===== config.mk =====
export PLATFORM = sky130hd
export DESIGN_NAME = ram_burst_master_flat
export DESIGN_NICKNAME = d
export VERILOG_FILES = /design/src/rtl/ram_burst_master_if.sv /design/src/rtl/ram_burst_master.sv /design/src/flat_wrapper.sv
export SDC_FILE = /design/constraint.sdc
export NUM_CORES = 1
export LEC_CHECK = 0
export CORE_MARGIN = 4
export CORE_UTILIZATION = 56
export DETAILED_ROUTE_END_ITERATION = 8
export DONT_BUFFER_PORTS = 1
export GPL_TIMING_DRIVEN = 1
export PLACE_DENSITY = 0.85
export SLEW_MARGIN = 20
export SYNTH_ARGS = -nofsm -noshare
export SYNTH_HDL_FRONTEND = slang
export SYNTH_SLANG_ARGS = --single-unit

===== constraint.sdc =====
create_clock -name clk -period 1.61 [get_ports clk]
set_input_delay 0.161 -clock clk [delete_from_list [all_inputs] [get_ports clk]]
set_output_delay 0.161 -clock clk [all_outputs]
set_load 0.01 [all_outputs]

===== src/rtl/ram_burst_master_if.sv =====
// Core-side request/write/response channels plus the RAM pin bundle for ram_burst_master.
// The master modport is the controller's view; slave is the core/RAM side.
interface ram_burst_master_if #(
  parameter int data_length = 32,
  parameter int mem_length  = 32,
  parameter int max_burst   = 8
);
  localparam int AW = $clog2(mem_length);
  localparam int LW = $clog2(max_burst);

  logic                   req_valid;
  logic                   req_ready;
  logic                   req_write;
  logic [AW-1:0]          req_addr;
  logic [LW-1:0]          req_len;
  logic                   wr_valid;
  logic                   wr_ready;
  logic [data_length-1:0] wr_data;
  logic                   rsp_valid;
  logic [data_length-1:0] rsp_data;
  logic                   rsp_last;
  logic                   done;
  logic                   ram_we;
  logic [AW-1:0]          ram_address;
  logic [data_length-1:0] ram_wdata;
  logic [data_length-1:0] ram_rdata;

  modport master (
    input  req_valid, req_write, req_addr, req_len, wr_valid, wr_data, ram_rdata,
    output req_ready, wr_ready, rsp_valid, rsp_data, rsp_last, done,
           ram_we, ram_address, ram_wdata
  );

  modport slave (
    output req_valid, req_write, req_addr, req_len, wr_valid, wr_data, ram_rdata,
    input  req_ready, wr_ready, rsp_valid, rsp_data, rsp_last, done,
           ram_we, ram_address, ram_wdata
  );
endinterface


===== src/rtl/ram_burst_master.sv =====
// Burst initiator for a single-port synchronous RAM (we=0 writes, we=1 reads).
// Read data returns two cycles after issue through a two-stage tag pipeline.
module ram_burst_master #(
  parameter int data_length = 32,
  parameter int mem_length  = 32,
  parameter int max_burst   = 8
) (
  input logic clk,
  input logic rst_n,
  ram_burst_master_if.master bus
);
  localparam int AW = $clog2(mem_length);
  localparam int LW = $clog2(max_burst);
  localparam logic [AW-1:0] LAST_ADDR = AW'(mem_length - 1);

  typedef enum logic [1:0] {IDLE, WRITE, READ, DRAIN} state_t;

  state_t                 state_q;
  logic [AW-1:0]          addr_q;
  logic [LW-1:0]          remain_q;
  logic                   s1_valid_q;
  logic                   s1_last_q;
  logic                   rsp_valid_q;
  logic                   rsp_last_q;
  logic [data_length-1:0] rsp_data_q;
  logic                   done_q;
  logic [AW-1:0]          addr_next_d;
  logic                   wr_beat_s;
  logic                   issue_s;
  logic                   req_ready_s;

  // Wrap explicitly so non-power-of-two RAM depths stay in range.
  function automatic logic [AW-1:0] next_addr(input logic [AW-1:0] a);
    next_addr = (a == LAST_ADDR) ? {AW{1'b0}} : a + AW'(1'b1);
  endfunction

  assign addr_next_d = next_addr(addr_q);
  assign wr_beat_s   = (state_q == WRITE) && bus.wr_valid;
  assign issue_s     = (state_q == READ);
  assign req_ready_s = (state_q == IDLE) && !done_q;

  assign bus.req_ready   = req_ready_s;
  assign bus.wr_ready    = (state_q == WRITE);
  assign bus.ram_we      = !wr_beat_s;
  assign bus.ram_address = addr_q;
  assign bus.ram_wdata   = wr_beat_s ? bus.wr_data : {data_length{1'b0}};
  assign bus.rsp_valid   = rsp_valid_q;
  assign bus.rsp_data    = rsp_data_q;
  assign bus.rsp_last    = rsp_last_q;
  assign bus.done        = done_q;

  always_ff @(posedge clk) begin
    if (!rst_n) begin
      state_q     <= IDLE;
      addr_q      <= {AW{1'b0}};
      remain_q    <= {LW{1'b0}};
      s1_valid_q  <= 1'b0;
      s1_last_q   <= 1'b0;
      rsp_valid_q <= 1'b0;
      rsp_last_q  <= 1'b0;
      rsp_data_q  <= {data_length{1'b0}};
      done_q      <= 1'b0;
    end else begin
      // Tags follow each issued beat: stage 1 sees ram_rdata, stage 2 presents it.
      s1_valid_q  <= issue_s;
      s1_last_q   <= issue_s && (remain_q == {LW{1'b0}});
      rsp_valid_q <= s1_valid_q;
      rsp_last_q  <= s1_last_q;
      done_q      <= s1_last_q;
      if (s1_valid_q) begin
        rsp_data_q <= bus.ram_rdata;
      end
      case (state_q)
        IDLE: begin
          if (bus.req_valid && req_ready_s) begin
            addr_q   <= bus.req_addr;
            remain_q <= bus.req_len;
            state_q  <= bus.req_write ? WRITE : READ;
          end
        end
        WRITE: begin
          if (bus.wr_valid) begin
            addr_q   <= addr_next_d;
            remain_q <= remain_q - LW'(1'b1);
            if (remain_q == {LW{1'b0}}) begin
              state_q <= IDLE;
              done_q  <= 1'b1;
            end
          end
        end
        READ: begin
          addr_q   <= addr_next_d;
          remain_q <= remain_q - LW'(1'b1);
          if (remain_q == {LW{1'b0}}) begin
            state_q <= DRAIN;
          end
        end
        DRAIN: begin
          if (rsp_last_q) begin
            state_q <= IDLE;
          end
        end
        default: begin
          state_q <= IDLE;
        end
      endcase
    end
  end
endmodule


===== src/flat_wrapper.sv =====
// flat-port wrapper written by rule: the top's interface ports become plain ports
module ram_burst_master_flat 
#(
  parameter int data_length = 32,
  parameter int mem_length  = 32,
  parameter int max_burst   = 8
)
  (clk, rst_n, bus_req_valid, bus_req_write, bus_req_addr, bus_req_len, bus_wr_valid, bus_wr_data, bus_ram_rdata, bus_req_ready, bus_wr_ready, bus_rsp_valid, bus_rsp_data, bus_rsp_last, bus_done, bus_ram_we, bus_ram_address, bus_ram_wdata);
  ram_burst_master_if #(.data_length(data_length), .mem_length(mem_length), .max_burst(max_burst)) bus_i ();
  input logic clk;
  input logic rst_n;
  input wire logic [$bits(bus_i.req_valid)-1:0] bus_req_valid;
  input wire logic [$bits(bus_i.req_write)-1:0] bus_req_write;
  input wire logic [$bits(bus_i.req_addr)-1:0] bus_req_addr;
  input wire logic [$bits(bus_i.req_len)-1:0] bus_req_len;
  input wire logic [$bits(bus_i.wr_valid)-1:0] bus_wr_valid;
  input wire logic [$bits(bus_i.wr_data)-1:0] bus_wr_data;
  input wire logic [$bits(bus_i.ram_rdata)-1:0] bus_ram_rdata;
  output wire logic [$bits(bus_i.req_ready)-1:0] bus_req_ready;
  output wire logic [$bits(bus_i.wr_ready)-1:0] bus_wr_ready;
  output wire logic [$bits(bus_i.rsp_valid)-1:0] bus_rsp_valid;
  output wire logic [$bits(bus_i.rsp_data)-1:0] bus_rsp_data;
  output wire logic [$bits(bus_i.rsp_last)-1:0] bus_rsp_last;
  output wire logic [$bits(bus_i.done)-1:0] bus_done;
  output wire logic [$bits(bus_i.ram_we)-1:0] bus_ram_we;
  output wire logic [$bits(bus_i.ram_address)-1:0] bus_ram_address;
  output wire logic [$bits(bus_i.ram_wdata)-1:0] bus_ram_wdata;
  assign bus_i.req_valid = bus_req_valid;
  assign bus_i.req_write = bus_req_write;
  assign bus_i.req_addr = bus_req_addr;
  assign bus_i.req_len = bus_req_len;
  assign bus_i.wr_valid = bus_wr_valid;
  assign bus_i.wr_data = bus_wr_data;
  assign bus_i.ram_rdata = bus_ram_rdata;
  assign bus_req_ready = bus_i.req_ready;
  assign bus_wr_ready = bus_i.wr_ready;
  assign bus_rsp_valid = bus_i.rsp_valid;
  assign bus_rsp_data = bus_i.rsp_data;
  assign bus_rsp_last = bus_i.rsp_last;
  assign bus_done = bus_i.done;
  assign bus_ram_we = bus_i.ram_we;
  assign bus_ram_address = bus_i.ram_address;
  assign bus_ram_wdata = bus_i.ram_wdata;
  ram_burst_master #(.data_length(data_length), .mem_length(mem_length), .max_burst(max_burst)) u_core (.clk(clk), .rst_n(rst_n), .bus(bus_i));
endmodule

# After elaboration in Yosys (flattened, before gate mapping)
# Index checks and enable logic that the tools add are counted.
[word_totals]
register_bits = 47
latch_bits = 0
mem_bits_rw = 0
mem_bits_ro = 0
elab_cells = 49
memories = 0
[op_classes]
add_sub_neg = 2
multipliers = 0
n_div = 0
magnitude_cmp = 0
eq_ne = 9
shift = 0
muxes = 18
bitwise_logic = 0
reduce_logical = 11
[ops]
columns = ["operator", "count"]
rows = [
  ["2-to-1 mux 32 bit", 1],
  ["2-to-1 mux 5 bit", 3],
  ["one-hot mux 5 bit (3 select lines)", 1],
  ["2-to-1 mux 2 bit", 6],
  ["one-hot mux 3 bit (3 select lines)", 1],
  ["one-hot mux 2 bit (4 select lines)", 1],
  ["2-to-1 mux 3 bit", 2],
  ["inequality test 2 bit (second input constant)", 3],
  ["adder 5 x 1 -> 5 bit (second input constant)", 1],
  ["equality test 5 bit (second input constant)", 1],
  ["AND reduction 5 bit", 1],
  ["equality test 2 bit (second input constant)", 2],
  ["logical AND 1 bit", 4],
  ["inequality test 2 x 1 -> 1 bit (second input constant)", 2],
  ["zero test 3 bit", 1],
  ["2-to-1 mux 1 bit", 3],
  ["AND reduction 3 bit", 1],
  ["nonzero test 3 bit", 1],
  ["subtractor 3 x 1 -> 3 bit (second input constant)", 1],
  ["equality test 2 x 1 -> 1 bit (second input constant)", 1],
  ["zero test 1 bit", 2],
  ["zero test 2 bit", 1],
]

# Depth between registers and ports, before layout
[logic_depth]
depth_word = 5
depth_mapped = 7

# Worst setup path after synthesis
# OpenSTA, ideal clock, no wires.
[synth_timing]
kind = "flip-flop to flip-flop"
start = "reg u_core.state_q[1]"
end = "reg u_core.addr_q[0], in the netlist u_core.bus.ram_address[0]"
setup_time_ns = 0.079
t_arrival_ns = 1.587
t_required_ns = 1.531
setup_slack_ns = -0.057
stages_incl_launch_ff = 8
synth_period_minus_slack_ns = 1.667
cell_sequence = "dfxtp_1 inv_1 ha_1 nor2b_1 a211oi_4 buf_6 nor2_1 a211oi_2"
[synth_lines]
columns = ["item", "line", "rtl"]
rows = [
  ["from (decl)", "ram_burst_master.sv:18", "state_t state_q;"],
  ["from (signal assigned)", "ram_burst_master.sv:78", "state_q <= bus.req_write ? WRITE : READ;"],
  ["equality test 2 x 1 -> 1 bit *", "--", ""],
  ["named net bus_wr_ready", "flat_wrapper.sv:20", "output wire logic [$bits(bus_i.wr_ready)-1:0] bus_wr_ready;"],
  ["inequality test 2 bit (no line) / nonzero test 3 bit (equally long branches)", "--", ""],
  ["AND reduction 3 bit (no line)", "--", ""],
  ["to (signal assigned)", "ram_burst_master.sv:55", "addr_q <= {AW{1'b0}};"],
  ["to (signal assigned)", "ram_burst_master.sv:76", "addr_q <= bus.req_addr;"],
  ["to (signal assigned)", "ram_burst_master.sv:83", "addr_q <= addr_next_d;"],
  ["to (decl)", "ram_burst_master.sv:19", "logic [AW-1:0] addr_q;"],
]
# The timed path passes the listed nets; every way through them passes the cells marked *.
# A chain may end at the register's enable or synchronous reset.

# Worst setup path after layout
[layout_timing]
start = "reg u_core.addr_q[0], in the netlist u_core.bus.ram_address[0]"
end = "reg u_core.addr_q[0], in the netlist u_core.bus.ram_address[0]"
[layout_between]
elab_chain_cells = 4
[layout_lines]
columns = ["item", "line", "rtl"]
rows = [
  ["adder 5 x 1 -> 5 bit / equality test 5 bit (equally long branches)", "ram_burst_master.sv:34", "next_addr = (a == LAST_ADDR) ? {AW{1'b0}} : a + AW'(1'b1);"],
  ["2-to-1 mux 5 bit *", "ram_burst_master.sv:34", ""],
  ["2-to-1 mux 5 bit", "ram_burst_master.sv:82", "if (bus.wr_valid) begin"],
  ["one-hot mux 5 bit (3 select lines) *", "ram_burst_master.sv:73", "case (state_q)"],
]
# Mark *: on every way between the ends. The rest lies on a longest branch, timed or not. The select of a mux whose other input is x is not followed.

==> impl_metrics.py <==
metrics = {
    "logic_synthesis": {
        "seq_area_frac_synth_pct": 43.1,
        "syn-cell-area_um2": 2180,
        "synth.ff_latch_count": 47,
        "avgSynthCellArea_um2": 9.25,
        "yosysTopAreaCell": "dfxtp_1",
        "yosysUniqueCellTypes": 31,
        "yosys_warnings": 0,
        "syn_inst": 236,
        "synth_top_area_share_pct": 43.1,
        "syn_nets": 322,
        "synthTopCellsByArea": "dfxtp_1 (43%), mux2i_1 (17%), and3_1 (9.7%)",
    },
    "power_and_ir_drop": {
        "p_clk_share_pct": 25.9,
        "vdd_drop_max_uv": 908,
        "p_sw_share_pct": 33.7,
        "pwr_density_cell_nw_per_um2": 1600,
        "pwr-share-comb_pct": 35.1,
        "p_leak_uw": 0.00111,
        "power_uw": 4020,
        "power_switching_uw": 1360,
        "p_int_uw": 2670,
        "pwr-share-seq_pct": 39.0,
    },
    "routing": {
        "drc": 0,
        "vias_per_cell": 5.70,
        "detail-route-antenna-nets": 0,
        "wl_per_cell_um": 18.2,
        "dr.pass1.iters": 4,
        "drt_iter0_drc": 49,
        "num_vias": 1681,
        "wl_mm": 5.36,
    },
    "floorplan": {
        "start_util_pct": 58.8,
        "dieArea_um2": 4960,
        "core-area_um2": 3720,
        "ios": 152,
        "die_h_um": 70.4,
        "die_x_um": 70.4,
        "rows": 22,
    },
    "finish": {
        "diodes": 0,
        "syn_to_final_growth_pct": 14.9,
        "design_area_um2": 2510,
        "drive_gt1_share_pct": 16.2,
        "nets": 332,
        "fin_cells": 295,
    },
    "sta": {
        "skew_ns": 0.00849,
        "worst_pin_slew_ns": 0.637,
        "maxSlewViolCount": 0,
        "fin_crit_sh_pct": 96.8,
        "fin_crit_ns": 1.56,
        "setup_tns_ns": 0,
        "relSlewSlack_pct": 57.5,
        "hold_viol_final": 0,
        "clock.fmax_mhz": 642,
        "finalSetupViolations": 0,
    },
    "global_route": {
        "grt_usage_pct": 19.7,
        "antenna_found_initial": 0,
        "grt_pass1_wl_mm": 7.67,
        "grt_max_degree": 39,
        "grt_pass1_vias": 1561,
        "globalRouteOverflowTotal": 0,
    },
    "worst_setup_path": {
        "rr_startpoint": "u_core.bus.ram_address[0]$_SDFFE_PN0P_",
        "r2r-end": "u_core.bus.ram_address[0]$_SDFFE_PN0P_",
        "critPathTopFamily": "simple AND/OR/NAND/NOR gates",
        "critPathMaxFanout": 4,
        "critPathKind": "register to register",
        "arrival_ns": 1.78,
        "crit_path_cell_trace": "ha_1, and3_1, ha_1, nand2b_4, nor2_1, a21oi_1, a211oi_2",
        "r2r_setup_slack_ns": 0.05,
        "start_kind": "register",
        "required_ns": 1.83,
        "end_kind": "register",
        "crit_top_cell": "ha_1",
        "slowest_delay_ns": 0.33,
        "critical_path_buf_inv_count": 0,
        "ff2ff_path_depth": 7,
        "cp_slowest_cell": "dfxtp_1",
    },
    "place": {
        "gp_congestion": 0.833,
        "dp_hpwl_mm": 3.97,
        "dp_cells": 280,
        "numPortBuffers": 0,
        "place_area_um2": 2280,
    },
    "cts": {
        "clk_path_buf_depth": 2,
        "insertion_delay_ns": 0.30,
        "htreeDepth": 2,
        "cts.clk_slew.worst_paths_ns": 0.09,
        "clock-sinks": 47,
        "cts_buffers": 5,
        "cts_tree": "done",
        "cts-root-buf": "clkbuf_8",
    },
    "worst_hold_path": {
        "hp-start": "bus_ram_rdata[8]",
        "whs_path_depth": 2,
        "holdPathEnd": "u_core.bus.rsp_data[8]$_SDFFE_PN0P_",
        "hold_class": "input port to register",
    },
    "run_status": {
        "run_status": "complete, no violations",
    },
    "run": {
        "maxCapViolations": 0,
    },
}
-- synth_stat cells (all sizes together) --
cell type	number
nand2b	4
mux2i	37
clkbuf	11
a2bb2oi	1
a221oi	1
nand2	7
nor2	40
o21a	1
inv	9
o2bb2ai	1
a21oi	7
a211oi	3
o21ai	6
nor3	1
ha	9
dfxtp	47
nor2b	2
xor2	1
o211a	1
a31o	1
xnor2	1
o221ai	1
nand3	2
buf	6
and2	2
and3	34
-- power by group through the flow --
stage / Combinational, uW / Sequential (uW) / Clock, uW
final: 1410 / 1570 / 1040
after global routing: 1560 / 1590 / 1100
after CTS: 1320 / 1570 / 1050
after detailed placement: 1270 / 1590 / 0
after global placement: 1230 / 1580 / 0
after floorplan: 944 / 1580 / 0
-- cell families (layout without fill, tap and decap cells) --
family                   Yosys count  count (layout)  synth area share [%]
adder cells (fa/ha/maj)            9               9                  5.16
buffers and inverters             26              37                  5.04
flip-flops                        47              47                  43.1
XOR/XNOR                           2               2                 0.802
AO/OA/AOI/OAI                     23              23                  8.14
AND/OR/NAND/NOR                   92              92                  20.8
multiplexers                      37              37                  17.0
-- worst max path at each step --
stage / cells past startpoint / startpoint / slack (ns) / end
global route: 7 / u_core.state_q[1]$_SDFFE_PN0P_ / -0.008 / u_core.remain_q[0]$_SDFFE_PN0P_
global placement: 7 / u_core.state_q[1]$_SDFFE_PN0P_ / 0.004 / u_core.bus.ram_address[4]$_SDFFE_PN0P_
finish: 7 / u_core.bus.ram_address[0]$_SDFFE_PN0P_ / 0.05 / u_core.bus.ram_address[0]$_SDFFE_PN0P_
CTS: 8 / u_core.state_q[1]$_SDFFE_PN0P_ / 0.02 / u_core.bus.ram_address[0]$_SDFFE_PN0P_
detailed placement: 7 / u_core.state_q[1]$_SDFFE_PN0P_ / -0.06 / u_core.bus.ram_address[0]$_SDFFE_PN0P_
floorplan: 7 / u_core.state_q[1]$_SDFFE_PN0P_ / 0.07 / u_core.bus.ram_address[0]$_SDFFE_PN0P_
-- layer usage --
metal  up-vias  routed length (um)  global-route usage (%)
met1       747                1870                    19.9
met2       107                2780                    36.1
met5         -                   0                       0
met3         8                 628                    8.20
met4         0                  79                    6.38
li1        819                   -                       -
-- state kept, by name, summed over array words and instances, names as in the netlist --
name                    flops
u_core.bus.rsp_valid        1
u_core.s1_last_q            1
u_core.remain_q             3
u_core.state_q              2
u_core.bus.done             1
u_core.s1_valid_q           1
u_core.bus.rsp_last         1
u_core.bus.ram_address      5
u_core.bus.rsp_data        32
-- what timing repair did --
item,in CTS,in global routing
pin swaps,1,1
hold buffers,2,0
resized for setup,2,9
hold endpoints to repair,10,0
setup buffers,2,3
endpoints found under the setup margin,11,38
-- placed cells by master (no fill, tap or decap), types with 2 or more instances in the layout --
cell           Yosys  final
a211oi_2           2      2
a21oi_1            7      7
and2_1             2      2
and3_1            34     32
and3_2             0      2
buf_4              0     13
buf_6              1      4
bufinv_16          0      2
clkbuf_8           0      5
dfxtp_1           47     44
dfxtp_2            0      3
dlygate4sd3_1      0      2
ha_1               9      8
inv_1              8      7
inv_2              1      2
mux2i_1           37     37
nand2_1            7      7
nand2b_1           4      3
nand3_1            2      2
nor2_1            40     40
o21ai_0            2      2
o21ai_1            4      4
-- cell type report --
class                           count  area (um^2)
Sequential cell                    47          945
Clock inverter                      3         71.3
Clock buffer                        5         68.8
Tap cell                           48         60.1
Timing Repair Buffer               20          183
Multi-Input combinational cell    163         1150
Inverter                            9         33.8
Fill cell                         270         1210
-- stage by stage --
step | setup slack, ns | hold WS, ns | utilization, %
floorplan | 0.0708 | 0.303 | -
detailed placement | -0.0612 | 0.285 | 61.4
global placement | 0.00413 | 0.282 | 61.4
global route | -0.00775 | 0.00561 | 67.5
CTS | 0.0225 | 0.000000722 | 66.2
finish | 0.0522 | 0.00639 | 67.5
No activity file was read; power rests on OpenSTA's default activity.
